<file path="src/rtl/load_store_unit.sv">
// load_store_unit: turns a level load/store request into one word-aligned bus transaction with byte strobes.
// Define MISALIGN_CHECK_EN to trap misaligned accesses instead of issuing them.
module load_store_unit #(
    parameter int TIMEOUT_CYC = 255
) (
    input  logic        clk,
    input  logic        resetn,
    input  logic        mem_read_enable,
    input  logic        mem_write_enable,
    input  logic [2:0]  funct3,
    input  logic [31:0] addr,
    input  logic [31:0] store_data,
    output logic        busy,
    output logic        done,
    output logic [31:0] load_data,
    output logic        bus_err,
    output logic        misaligned,
    output logic        bus_req,
    output logic        bus_we,
    output logic [31:0] bus_addr,
    output logic [31:0] bus_wdata,
    output logic [3:0]  bus_wstrb,
    input  logic        bus_ack,
    input  logic [31:0] bus_rdata
);
    typedef enum logic [1:0] {IDLE, REQ, RESP, HOLD} state_t;
    state_t state, state_next;
    logic start, is_b, is_h, mis_trap, timeout;
    logic [2:0] f3;
    logic [1:0] lo;
    logic [7:0] cnt;
    logic [7:0] rbyte;
    logic [15:0] rhalf;
    logic [31:0] ext;
    assign start = mem_read_enable | mem_write_enable;
    assign is_b = funct3[1:0] == 2'b00;
    assign is_h = funct3[1:0] == 2'b01;
`ifdef MISALIGN_CHECK_EN
    assign mis_trap = is_h ? addr[0] : (!is_b && addr[1:0] != 2'b00);
`else
    assign mis_trap = 1'b0;
`endif
    assign timeout = cnt == 8'(TIMEOUT_CYC - 1);
    assign busy = (state == IDLE && start) || state == REQ;
    assign done = state == RESP;
    assign bus_req = state == REQ;
    // Lane extraction uses the low address bits captured at start, not the live ALU result
    assign rbyte = bus_rdata[{lo, 3'b000} +: 8];
    assign rhalf = bus_rdata[{lo[1], 4'b0000} +: 16];
    always_comb begin
        ext = bus_rdata;
        ext = f3 == 3'b000 ? {{24{rbyte[7]}}, rbyte} :
              f3 == 3'b100 ? {24'b0, rbyte} :
              f3 == 3'b001 ? {{16{rhalf[15]}}, rhalf} :
              f3 == 3'b101 ? {16'b0, rhalf} : bus_rdata;
    end
    always_comb begin
        state_next = state;
        case (state)
            IDLE: state_next = !start ? IDLE : mis_trap ? RESP : REQ;
            REQ: state_next = (bus_ack || timeout) ? RESP : REQ;
            RESP: state_next = start ? HOLD : IDLE;
            HOLD: state_next = start ? HOLD : IDLE;
            default: state_next = IDLE;
        endcase
    end
    always_ff @(posedge clk or negedge resetn) begin
        if (!resetn) begin
            state <= IDLE;
            cnt <= '0;
            f3 <= '0;
            lo <= '0;
            load_data <= '0;
            bus_err <= 1'b0;
            misaligned <= 1'b0;
            bus_we <= 1'b0;
            bus_addr <= '0;
            bus_wdata <= '0;
            bus_wstrb <= '0;
        end else begin
            state <= state_next;
            if (state == IDLE && start) begin
                f3 <= funct3;
                lo <= addr[1:0];
                cnt <= '0;
                bus_err <= 1'b0;
                misaligned <= mis_trap;
                bus_we <= mem_write_enable;
                bus_addr <= {addr[31:2], 2'b00};
                bus_wdata <= is_b ? {4{store_data[7:0]}} : is_h ? {2{store_data[15:0]}} : store_data;
                bus_wstrb <= !mem_write_enable ? 4'b0000 :
                             is_b ? 4'b0001 << addr[1:0] :
                             is_h ? 4'b0011 << {addr[1], 1'b0} : 4'b1111;
                if (mis_trap && !mem_write_enable)
                    load_data <= '0;
            end
            if (state == REQ) begin
                cnt <= cnt + 8'd1;
                if (bus_ack) begin
                    if (!bus_we)
                        load_data <= ext;
                end else if (timeout) begin
                    bus_err <= 1'b1;
                    if (!bus_we)
                        load_data <= '0;
                end
            end
        end
    end
endmodule

</file>
<file path="config.mk">
export PLATFORM = sky130hd
export DESIGN_NAME = load_store_unit
export DESIGN_NICKNAME = d
export VERILOG_FILES = /design/src/rtl/load_store_unit.sv
export SDC_FILE = /design/constraint.sdc
export NUM_CORES = 1
export LEC_CHECK = 0
export ABC_AREA = 0
export CORE_MARGIN = 2
export CORE_UTILIZATION = 44
export DETAILED_ROUTE_END_ITERATION = 12
export PLACE_DENSITY_LB_ADDON = 0.05
export REMOVE_ABC_BUFFERS = 1
export SKIP_LAST_GASP = 1
export SLEW_MARGIN = 0
export SYNTH_ARGS = -nofsm -noshare
export SYNTH_HDL_FRONTEND = slang
export SYNTH_SLANG_ARGS = --single-unit
export TNS_END_PERCENT = 100
</file>
<file path="constraint.sdc">
create_clock -name clk -period 2.6 [get_ports clk]
set_clock_uncertainty 0.1 [all_clocks]
set_input_delay 0.26 -clock clk [delete_from_list [all_inputs] [get_ports clk]]
set_output_delay 0.26 -clock clk [all_outputs]
set_load 0.05 [all_outputs]
</file>
# After elaboration in Yosys (flattened, before gate mapping)
# Index checks and enable logic that the tools add are counted.
[word_totals]
inputBits = 104
regBits = 115
[op_classes]
shift = 4
eq_ne = 10
n_reduce_logical = 10
muxes = 23
add_sub_neg = 1
n_bitwise = 1
[op_table]
columns = ["op", "count"]
rows = [
  ["two-way mux 32 bit", 10],
  ["variable part select 32 x 6 -> 16 bit", 1],
  ["variable part select 32 x 6 -> 8 bit", 1],
  ["two-way mux 8 bit", 2],
  ["two-way mux 4 bit", 3],
  ["adder 8 x 1 -> 8 bit, second input constant", 1],
  ["== test 8 bit, second input constant", 1],
  ["== test 3 bit, second input constant", 2],
  ["one-hot mux 2 bit (3 select lines)", 1],
  ["two-way mux 1 bit", 5],
  ["== test 2 x 1 -> 1 bit, second input constant", 2],
  ["== test 2 bit, second input constant", 2],
  ["logical NOT 2 bit", 2],
  ["two-way mux 2 bit", 2],
  ["inequality test 2 bit, second input constant", 2],
  ["AND reduction 4 bit", 1],
  ["nonzero test 2 bit", 2],
  ["<< shifter 1 x 2 -> 4 bit, first input constant", 1],
  ["<< shifter 2 x 2 -> 4 bit, first input constant", 1],
  ["== test 3 x 1 -> 1 bit, second input constant", 1],
  ["logical NOT 3 bit", 1],
  ["logical OR 1 bit", 2],
  ["OR reduction 2 bit", 1],
  ["logical AND 1 bit", 1],
  ["bitwise OR 1 bit", 1],
]

# Logic depth before layout (Yosys ltp)
# Gate-level depths: netlist (run 1).
[depth]
depth_word = 7
depth_mapped = 7
ltp_nobuf = 6

# Worst setup path after synthesis (run 1)
# No wires, ideal clock.
[synth_timing]
path_type = "register -> register"
start = "register lo[1]"
end = "register load_data[14]"
setup_slack_ns = 0.750
t_required_ns = 2.379
arrival_ns = 1.629
setup_time_ns = 0.121
path_buffers = 0
path_stages_with_launch = 5
cell_sequence = "dfrtp_1 -> mux4_2 -> o31ai_4 -> a21oi_4 -> a22o_1"
[synth_between]
elab_chain_len = 7
elab_cells_between_ends = 8
cone_classes = "2 x shift; 6 x mux"
[synth_rtl]
columns = ["item", "line_no", "source"]
rows = [
  ["start, declared", "30", "logic [1:0] lo;"],
  ["start signal, assigned", "84", "lo <= addr[1:0];"],
  ["variable part select 32 x 6 -> 16 bit", "49", "assign rhalf = bus_rdata[{lo[1], 4'b0000} +: 16];"],
  ["two-way mux 32 bit", "55", "f3 == 3'b101 ? {16'b0, rhalf} : bus_rdata;"],
  ["two-way mux 32 bit", "54", "f3 == 3'b001 ? {{16{rhalf[15]}}, rhalf} :"],
  ["two-way mux 32 bit", "53", "f3 == 3'b100 ? {24'b0, rbyte} :"],
  ["two-way mux 32 bit (*)", "52", "ext = f3 == 3'b000 ? {{24{rbyte[7]}}, rbyte} :"],
  ["two-way mux 32 bit (*)", "100", "if (!bus_we)"],
  ["two-way mux 32 bit (*)", "99", "if (bus_ack) begin"],
  ["end signal, assigned", "101", "load_data <= ext;"],
  ["end, declared", "15", "output logic [31:0] load_data,"],
]
# Mark *: on every way between the ends. The rest lies on a longest branch, timed or not. The select of a mux whose other input is x is not followed.
# A chain may end at the register's enable or synchronous reset.

# Final worst setup path (run 1)
[layout_timing]
start = "register state[1]"
end = "output port bus_req"
[layout_between]
elab_chain_len = 1
[layout_rtl]
columns = ["item", "line_no", "source"]
rows = [
  ["start, declared", "27", "state_t state, state_next;"],
  ["start signal, assigned", "81", "state <= state_next;"],
  ["== test 2 x 1 -> 1 bit", "46", "assign bus_req = state == REQ;"],
  ["end, declared", "18", "output logic bus_req,"],
]
# No other way between the ends.

==> results of run 1 <==
-- synthesized netlist by cell type, types with 2 or more instances --
cell | instances | share of area
a22o_1 | 8 | 0.013
mux4_2 | 8 | 0.034
nand3_1 | 6 | 0.0057
nor2b_1 | 2 | 0.0024
ha_1 | 2 | 0.0047
a21o_1 | 8 | 0.011
o21ai_1 | 2 | 0.0019
mux2i_1 | 43 | 0.081
mux2_2 | 42 | 0.089
nor2_1 | 20 | 0.014
inv_1 | 3 | 0.0021
o2bb2ai_1 | 17 | 0.028
o21ai_0 | 44 | 0.042
buf_2 | 3 | 0.0028
clkbuf_1 | 27 | 0.019
dfrtp_1 | 115 | 0.54
nand2_1 | 46 | 0.033
a21oi_1 | 35 | 0.033
a31oi_1 | 3 | 0.0035
buf_4 | 3 | 0.0043
nand2b_1 | 2 | 0.0024
-- per-stage QoR --
stage / hold WS [ns] / utilization
floorplan: -0.136 / -
global placement: 0.235 / 0.640
detailed placement: 0.236 / 0.640
CTS: 0.337 / 0.687
global route: 0.353 / 0.687
finish: 0.324 / 0.687
-- area by class of cell --
type,count,share of cell area
clock inverter,5,0.00614
tap,147,0.0226
clock buffer,25,0.0620
multi-input combinational,305,0.280
timing repair buffer,227,0.275
inverter,3,0.00138
sequential,115,0.353
-- routing by layer --
metal	global-route usage	vias up	wire length [um]
met3	0.0988	15	1350
met1	0.292	2137	5840
li1	-	2065	-
met4	0.0724	0	196
met2	0.352	170	6780
met5	0	-	0
-- how the worst min path moves through the flow --
| stage | slack (ns) | end | from | cells after the start |
|---|---|---|---|---|
| 6_report | 0.32 | load_data[3]$_DFFE_PN0P_ | resetn | 2 |
| 5_1_grt | 0.35 | bus_addr[24]$_DFFE_PN0P_ | addr[24] | 2 |
| 3_5_place_dp | 0.24 | load_data[3]$_DFFE_PN0P_ | resetn | 1 |
| 2_1_floorplan | -0.14 | bus_addr[10]$_DFFE_PN0P_ | resetn | 0 |
| 4_1_cts | 0.34 | load_data[4]$_DFFE_PN0P_ | resetn | 2 |
| 3_3_place_gp | 0.23 | load_data[4]$_DFFE_PN0P_ | resetn | 1 |
-- flip-flops by register name, indices dropped and copies added (netlist names) --
signal / cells
bus_addr: 30
bus_err: 1
bus_wdata: 32
bus_we: 1
bus_wstrb: 4
cnt: 8
f3: 3
lo: 2
load_data: 32
state: 2
-- kinds of logic (layout without fill, tap and decap cells) --
| kind of cell | count (synthesis) | count (layout) | share of synthesized area |
|---|---|---|---|
| compound gates | 125 | 125 | 0.150 |
| flops | 115 | 115 | 0.544 |
| mux | 93 | 93 | 0.205 |
| simple gates | 81 | 81 | 0.0641 |
| buf+inv | 37 | 260 | 0.0305 |
| fa+ha+maj | 2 | 2 | 0.00473 |
| other cells | 1 | 3 | 0.000708 |
| xor+xnor | 1 | 1 | 0.00165 |
-- power breakdown --
group / total (mW) / switching, mW / internal [mW]
Sequential: 3.15 / 0.531 / 2.62
Combinational: 6.57 / 4.16 / 2.41
Clock: 2.19 / 0.766 / 1.42
Total: 11.9 / 5.46 / 6.46
-- worst register-to-register path, stage by stage, from the launching register on --
cell	delay, ns
dfrtp_1	0.34
buf_4	0.22
mux4_2	0.37
o31ai_4	0.40
buf_4	0.28
o2bb2ai_1	0.10
==> impl_metrics.py, run 1 <==
metrics = {
    "run_status": {
        "status": "complete, no violations",
    },
    "global_route": {
        "antenna_found_initial": 0,
        "grt_pass1_wl_um": 22800,
        "grt_overflow_total": 0,
        "track_usage": 0.228,
        "grt_max_degree": 85,
        "grt_pass1_vias": 4402,
    },
    "timing": {
        "tns_ns": 0,
        "final_hold_viol_count": 0,
        "worstMarginPinSlew_ns": 0.659,
        "period_share": 0.884,
        "achievable-frequency_mhz": 435,
        "drv_slew": 0,
        "relSlewSlack": 0.560,
        "setup_viol": 0,
        "fin_ws_ns": 0.302,
        "period_needed_ns": 2.30,
        "rsz0062_at_grt": "false",
    },
    "clocking": {
        "ctsRootBufferMaster": "clkbuf_16",
        "insertion_delay_ns": 0.41,
        "clock-sinks": 115,
        "cts_setup_buffers": 0,
        "holdBufCountCts": 1,
        "clock_path_buffers": 2,
        "tritoncts": "done",
        "post_cts_resize_count": 0,
        "clk_pin_slew_ns": 0.05,
        "cts_made_buffers": 17,
        "htree_levels": 4,
    },
    "final_layout": {
        "layout.nets": 775,
        "layout-drive-gt1-share": 0.157,
        "diodes": 0,
        "final_cell_mix": "clkdlybuf4s50_1, dfrtp_1, nand2_1",
        "layout.cells.non_filler": 827,
        "syn_to_final_growth_pct": 54.0,
        "fin_area_um2": 8150,
        "nFillCells": 908,
        "multi_input_area_um2": 2280,
        "final_common_cell": "clkdlybuf4s50_1",
        "seqCellArea_um2": 2880,
    },
    "floorplan": {
        "initial_core_util": 0.446,
        "die_h_um": 114,
        "die-area_um2": 12900,
        "rows": 40,
        "fp.dieW_um": 114,
        "pin_count": 210,
        "coreArea_um2": 11900,
    },
    "placement": {
        "dp.cells": 796,
        "io_buffers": 206,
        "routabilityCongestion": 0.822,
        "hpwl_um": 10100,
        "post_dp_cell_area_um2": 7590,
        "dp_worst_setup_slack_ns": 0.338,
    },
    "routing": {
        "vias_per_cell": 5.30,
        "drtIter0Drc": 205,
        "drt_wl_total_um": 14200,
        "dr.pass1.iters": 4,
        "wl_per_cell_um": 17.1,
        "vias": 4387,
        "drc_errors": 0,
        "drt.antenna.violating_nets": 0,
    },
    "yosys": {
        "ys_seq_area_frac": 0.544,
        "synth_flop_cell": "dfrtp_1",
        "avgSynthCellArea_um2": 11.6,
        "synth_area_um2": 5290,
        "synthArstFlopShare": 1.00,
        "yosys_warnings": 0,
        "ys_seq_elements": 115,
        "synth.distinct_cells": 37,
        "synthCells": 455,
        "synth-edff-count": 0,
    },
    "critical_path": {
        "reg2reg_slack_ns": 0.67,
        "r2r_start": "lo[0]$_DFFE_PN0P_",
        "crit_chain": "nand2b_1 > inv_1 > clkdlybuf4s50_1",
        "path_class": "reg2out",
        "worstSetupStartpoint": "state[1]$_DFF_PN0_",
        "endpoint": "bus_req",
        "timing.rr.end": "load_data[27]$_DFFE_PN0P_",
        "cp_num_cells": 3,
        "cp_num_buf_inv": 2,
        "crit_family": "buffers and inverters",
        "end_kind": "primary output",
        "required_ns": 2.24,
        "cpMaxStageDelayCell": "clkdlybuf4s50_1",
        "r2r_cells": 5,
        "cp_max_fo": 5,
        "critical_path_arrival_ns": 1.94,
        "startpoint_type": "flop",
        "slowest_delay_ns": 0.82,
    },
    "power_and_ir_drop": {
        "power.density_nw_per_um2": 1460,
        "p_leak_nw": 3.59,
        "finalPower_mw": 11.9,
        "max-vdd-ir-drop_mv": 0.940,
    },
    "flow_run": {
        "cap_violations": 0,
    },
    "worst_hold_path": {
        "holdCritPathClass": "in2async",
    },
}
No activity file was read; power rests on OpenSTA's default activity.
==> run 2, diff against run 1 <==
Settings changed: CORE_UTILIZATION 44 to 40.
Clock period 2.6 ns to 1.9 ns, I/O delays scaled along.
==> run 2 against run 1 <==
Utilization fell by 4.0 points. Clock power rose by 42%. First-iteration DRC count rose by 52%. Sequential share of layout area is 1.3 points lower. Via count grew 0.11%. Setup slack got worse by 0.27 ns. Combinational power up 38%. Cell area grew 3.8%.
==> impl_metrics.py, run 2 (synthesis results as in run 1) <==
metrics = {
    "critical_path": {
        "crit_chain": "clkdlybuf4s50_1",
        "cp_num_buf_inv": 1,
        "r2r_cells": 4,
        "end_kind": "primary output",
        "timing.rr.end": "load_data[16]$_DFFE_PN0P_",
        "path_class": "reg2out",
        "cpMaxStageDelayCell": "clkdlybuf4s50_1",
        "required_ns": 1.61,
        "endpoint": "bus_addr[19]",
        "reg2reg_slack_ns": 0.10,
        "r2r_start": "lo[1]$_DFFE_PN0P_",
        "cp_max_fo": 2,
        "critical_path_arrival_ns": 1.58,
        "worstSetupStartpoint": "bus_addr[19]$_DFFE_PN0P_",
        "slowest_delay_ns": 0.82,
        "startpoint_type": "flop",
        "crit_family": "buffers and inverters",
        "cp_num_cells": 1,
    },
    "clocking": {
        "clock_path_buffers": 2,
        "clock-sinks": 115,
        "cts_made_buffers": 17,
        "htree_levels": 4,
        "ctsRootBufferMaster": "clkbuf_16",
        "clk_pin_slew_ns": 0.05,
        "tritoncts": "done",
        "insertion_delay_ns": 0.41,
    },
    "power_and_ir_drop": {
        "swShare": 0.457,
        "p_clk_frac": 0.188,
        "p_leak_nw": 4.24,
        "pwr-share-comb": 0.550,
        "p_sw_mw": 7.51,
        "power.density_nw_per_um2": 1940,
        "p_int_mw": 8.92,
        "max-vdd-ir-drop_mv": 1.19,
        "seq_power_share": 0.261,
    },
    "placement": {
        "routabilityCongestion": 0.803,
        "dp_worst_setup_slack_ns": -0.154,
        "io_buffers": 206,
        "hpwl_um": 10400,
        "dp.cells": 839,
    },
    "global_route": {
        "grt_pass1_wl_um": 23300,
        "track_usage": 0.214,
        "grt_pass1_vias": 4587,
        "grt_overflow_total": 0,
        "grt_max_degree": 66,
        "antenna_found_initial": 0,
    },
    "routing": {
        "met2_length_um": 6690,
        "routed.top_layer": "met4",
        "vias_per_cell": 5.04,
        "dr.pass1.iters": 4,
        "drc_errors": 0,
        "wl_met3_um": 1280,
        "wl_met1_um": 6090,
        "drtIter0Drc": 311,
        "drt_wl_total_um": 14500,
        "vias": 4392,
        "drt.antenna.violating_nets": 0,
        "wl_per_cell_um": 16.6,
    },
    "worst_hold_path": {
        "holdCritPathClass": "in2async",
    },
    "final_layout": {
        "layout.cells.non_filler": 872,
        "post-route-util": 0.647,
        "final_cell_mix": "clkdlybuf4s50_1, dfrtp_1, nand2_1",
        "final_common_cell": "clkdlybuf4s50_1",
        "multi_input_area_um2": 2300,
        "syn_to_final_growth_pct": 59.9,
        "seqCellArea_um2": 2880,
        "nFillCells": 1038,
        "layout-drive-gt1-share": 0.190,
        "diodes": 0,
        "layout.nets": 791,
        "reg_top3": "bus_wdata (32), load_data (32), bus_addr (30)",
    },
    "timing": {
        "period_needed_ns": 1.87,
        "whs_ns": 0.208,
        "drv_slew": 0,
        "worstMarginPinSlew_ns": 0.570,
        "final_hold_viol_count": 0,
        "period_share": 0.986,
        "setup_viol": 0,
        "fin_ws_ns": 0.0273,
        "achievable-frequency_mhz": 534,
        "relSlewSlack": 0.620,
    },
    "floorplan": {
        "coreArea_um2": 13100,
        "pin_count": 210,
        "die_h_um": 119,
        "die-area_um2": 14200,
        "rows": 42,
        "initial_core_util": 0.405,
        "fp.dieW_um": 119,
    },
    "run_status": {
        "status": "complete, no violations",
    },
    "flow_run": {
        "cap_violations": 0,
    },
}
[run 2: changes by cell type in the layout (fill, tap and decap cells not counted), moves of 2 or more]
cell	change
clkbuf_8	+2
clkinv_2	-3
buf_12	+4
dlymetal6s2s_1	+41
buf_6	+2
buf_4	+17
dlygate4sd2_1	+18
clkdlybuf4s50_1	-66
[run 2: how the worst min path moves through the flow]
stage,start,endpoint,cells after the start
floorplan,resetn,bus_addr[10]$_DFFE_PN0P_,0
global placement,resetn,load_data[0]$_DFFE_PN0P_,1
detailed placement,resetn,load_data[0]$_DFFE_PN0P_,1
CTS,resetn,load_data[0]$_DFFE_PN0P_,2
global route,resetn,load_data[0]$_DFFE_PN0P_,2
finish,resetn,load_data[0]$_DFFE_PN0P_,2
[run 2: routing by layer]
metal | global-route usage | up-vias
li1 | - | 2103
met3 | 0.0910 | 31
met1 | 0.260 | 2096
met5 | 0 | -
met2 | 0.330 | 162
met4 | 0.0982 | 0
[run 2: what timing repair did]
action	CTS	global route
pin swaps	0	2
setup endpoints to repair	19	57
gates cloned	0	0
hold buffers	1	0
endpoints found under the hold margin	35	0
buffers inserted	0	3
resized for setup	20	45
[run 2: area by class of cell]
class | count | share of cell area
inverters | 3 | 0.00133
clock inverters | 3 | 0.00503
flip-flops and latches | 115 | 0.340
repair buffers | 243 | 0.293
clock buffers | 27 | 0.0630
well taps | 176 | 0.0260
multi-input cells | 305 | 0.272
[run 2: power groups by stage]
| stage | Sequential [mW] | Combinational, mW | Clock (mW) |
|---|---|---|---|
| after global placement | 4.28 | 9.12 | 0 |
| after global routing | 4.46 | 9.53 | 3.28 |
| after CTS | 4.32 | 9.11 | 3.16 |
| final | 4.30 | 9.04 | 3.10 |
| after floorplan | 7.84 | 2.32 | 0 |
| after detailed placement | 4.33 | 9.20 | 0 |
[run 2: through the flow]
stage | setup TNS, ns | total power [mW] | instance area [um2]
after floorplan | -236.10 | 10.2 | 5150
after global placement | -2.10 | 13.4 | 7760
after detailed placement | -2.45 | 13.5 | 7760
after CTS | -0.0805 | 16.6 | 8330
after global routing | -0.00598 | 17.3 | 8470
final | 0 | 16.4 | 8470
==> run 3, diff against run 2 <==
Settings changed: CORE_ASPECT_RATIO set to 0.6.
==> run 3 against run 2 <==
Clock power down 3%. Die area up 0.22%. Register-to-register slack worse by 0.02 ns. Final cell count down 0.46%. Cell area up 0.90%. Utilization up 1.6 points. First-iteration DRC count down 18%. Combinational power up 2.3%. Worst hold slack worse by 0.018 ns. Highest routed layer unchanged.
==> impl_metrics.py, run 3 (synthesis results as in run 1) <==
metrics = {
    "run_status": {
        "status": "complete, no violations",
    },
    "floorplan": {
        "fp.dieW_um": 153,
        "rows": 32,
        "die_h_um": 93.1,
        "pin_count": 210,
        "die-area_um2": 14200,
        "initial_core_util": 0.411,
        "coreArea_um2": 12900,
    },
    "placement": {
        "dp_worst_setup_slack_ns": -0.103,
        "routabilityCongestion": 0.866,
        "hpwl_um": 11400,
        "io_buffers": 206,
    },
    "timing": {
        "tns_ns": 0,
        "relSlewSlack": 0.632,
        "achievable-frequency_mhz": 533,
        "drv_slew": 0,
        "period_needed_ns": 1.88,
        "rsz0062_at_grt": "false",
        "period_share": 0.987,
        "fin_ws_ns": 0.0243,
        "worstMarginPinSlew_ns": 0.551,
        "final_hold_viol_count": 0,
        "setup_viol": 0,
    },
    "clocking": {
        "insertion_delay_ns": 0.40,
        "clk_pin_slew_ns": 0.06,
        "htree_levels": 4,
        "cts_made_buffers": 17,
        "clock_path_buffers": 2,
        "clock-sinks": 115,
        "ctsRootBufferMaster": "clkbuf_16",
        "tritoncts": "done",
        "cts_setup_buffers": 0,
    },
    "routing": {
        "drt_wl_total_um": 15400,
        "drtIter0Drc": 255,
        "wl_per_cell_um": 17.7,
        "drt.antenna.violating_nets": 0,
        "dr.pass1.iters": 5,
        "vias_per_cell": 5.14,
        "vias": 4465,
        "drc_errors": 0,
    },
    "final_layout": {
        "layout-drive-gt1-share": 0.206,
        "reg_top3": "bus_wdata (32), load_data (32), bus_addr (30)",
        "final_common_cell": "clkdlybuf4s50_1",
        "diodes": 0,
        "post-route-util": 0.663,
        "layout.nets": 791,
        "final_cell_mix": "clkdlybuf4s50_1, dfrtp_1, dlymetal6s2s_1",
        "syn_to_final_growth_pct": 61.4,
    },
    "critical_path": {
        "required_ns": 1.61,
        "cpMaxStageDelayCell": "clkdlybuf4s50_1",
        "critical_path_arrival_ns": 1.59,
        "cp_max_fo": 2,
        "crit_family": "buffers and inverters",
        "startpoint_type": "flop",
        "slowest_delay_ns": 0.81,
        "path_class": "reg2out",
        "cp_num_buf_inv": 1,
        "crit_chain": "clkdlybuf4s50_1",
        "end_kind": "primary output",
    },
    "global_route": {
        "track_usage": 0.222,
        "grt_overflow_total": 0,
        "grt_pass1_wl_um": 24900,
        "grt_pass1_vias": 4634,
        "antenna_found_initial": 0,
        "grt_max_degree": 43,
    },
    "flow_run": {
        "cap_violations": 0,
    },
    "power_and_ir_drop": {
        "finalPower_mw": 16.6,
        "power.density_nw_per_um2": 1940,
        "p_leak_nw": 4.32,
        "max-vdd-ir-drop_mv": 1.10,
    },
    "worst_hold_path": {
        "holdCritPathClass": "in2async",
    },
}
==> run 3: cell count changes in the layout (fill, tap and decap cells not counted), moves of 5 or more <==
cell,change
clkdlybuf4s50_1,-5
dlymetal6s2s_1,+8
clkbuf_8,-7
buf_12,+7
dlygate4sd2_1,-9
clkinvlp_4,+5
clkinv_4,+5
==> run 3: worst paths after layout <==
path	start	slack, ns	cells after the start	end
worst max-delay path	load_data[27]$_DFFE_PN0P_	0.02	1	load_data[27]
worst min register to register	bus_wdata[28]$_DFFE_PN0P_	0.37	2	bus_wdata[28]$_DFFE_PN0P_
max in group asynchronous	resetn	0.88	3	bus_addr[5]$_DFFE_PN0P_
worst max register to register	lo[1]$_DFFE_PN0P_	0.08	4	load_data[16]$_DFFE_PN0P_
worst min-delay path	resetn	0.19	2	bus_addr[7]$_DFFE_PN0P_
min in group clk	addr[27]	0.29	2	bus_addr[27]$_DFFE_PN0P_
==> run 3: through the flow <==
step	hold WS (ns)	instance area, um2	std cells
global placement	0.0852	7840	835
floorplan	-0.206	5150	423
global route	0.228	8540	868
finish	0.190	8540	868
detailed placement	0.0899	7840	835
CTS	0.196	8410	868
==> run 3: cell type report <==
cell class | instances | area (um2)
inverters | 3 | 11.3
multi-input cells | 305 | 2290
clock buffers | 17 | 425
flip-flops and latches | 115 | 2880
repair buffers | 243 | 2580
fillers | 968 | 4350
clock inverters | 15 | 138
well taps | 170 | 213
==> run 3: routing by layer <==
metal | GRT usage | up-vias | routed length [um]
li1 | - | 2106 | -
met1 | 0.303 | 2185 | 7200
met2 | 0.328 | 166 | 6650
met3 | 0.103 | 8 | 1420
met4 | 0.0448 | 0 | 78
met5 | 0 | - | 0
==> run 3: report_power, final <==
part / switching [mW] / internal, mW
Combinational: 5.82 / 3.44
Sequential: 0.754 / 3.59
Clock: 1.21 / 1.80
==> run 3: what timing repair did <==
action                                  CTS  global route
endpoints found under the hold margin    32             0
endpoints found under the setup margin   10            50
hold buffers                              1             0
cloned                                    0             0
resized for setup                        10            53
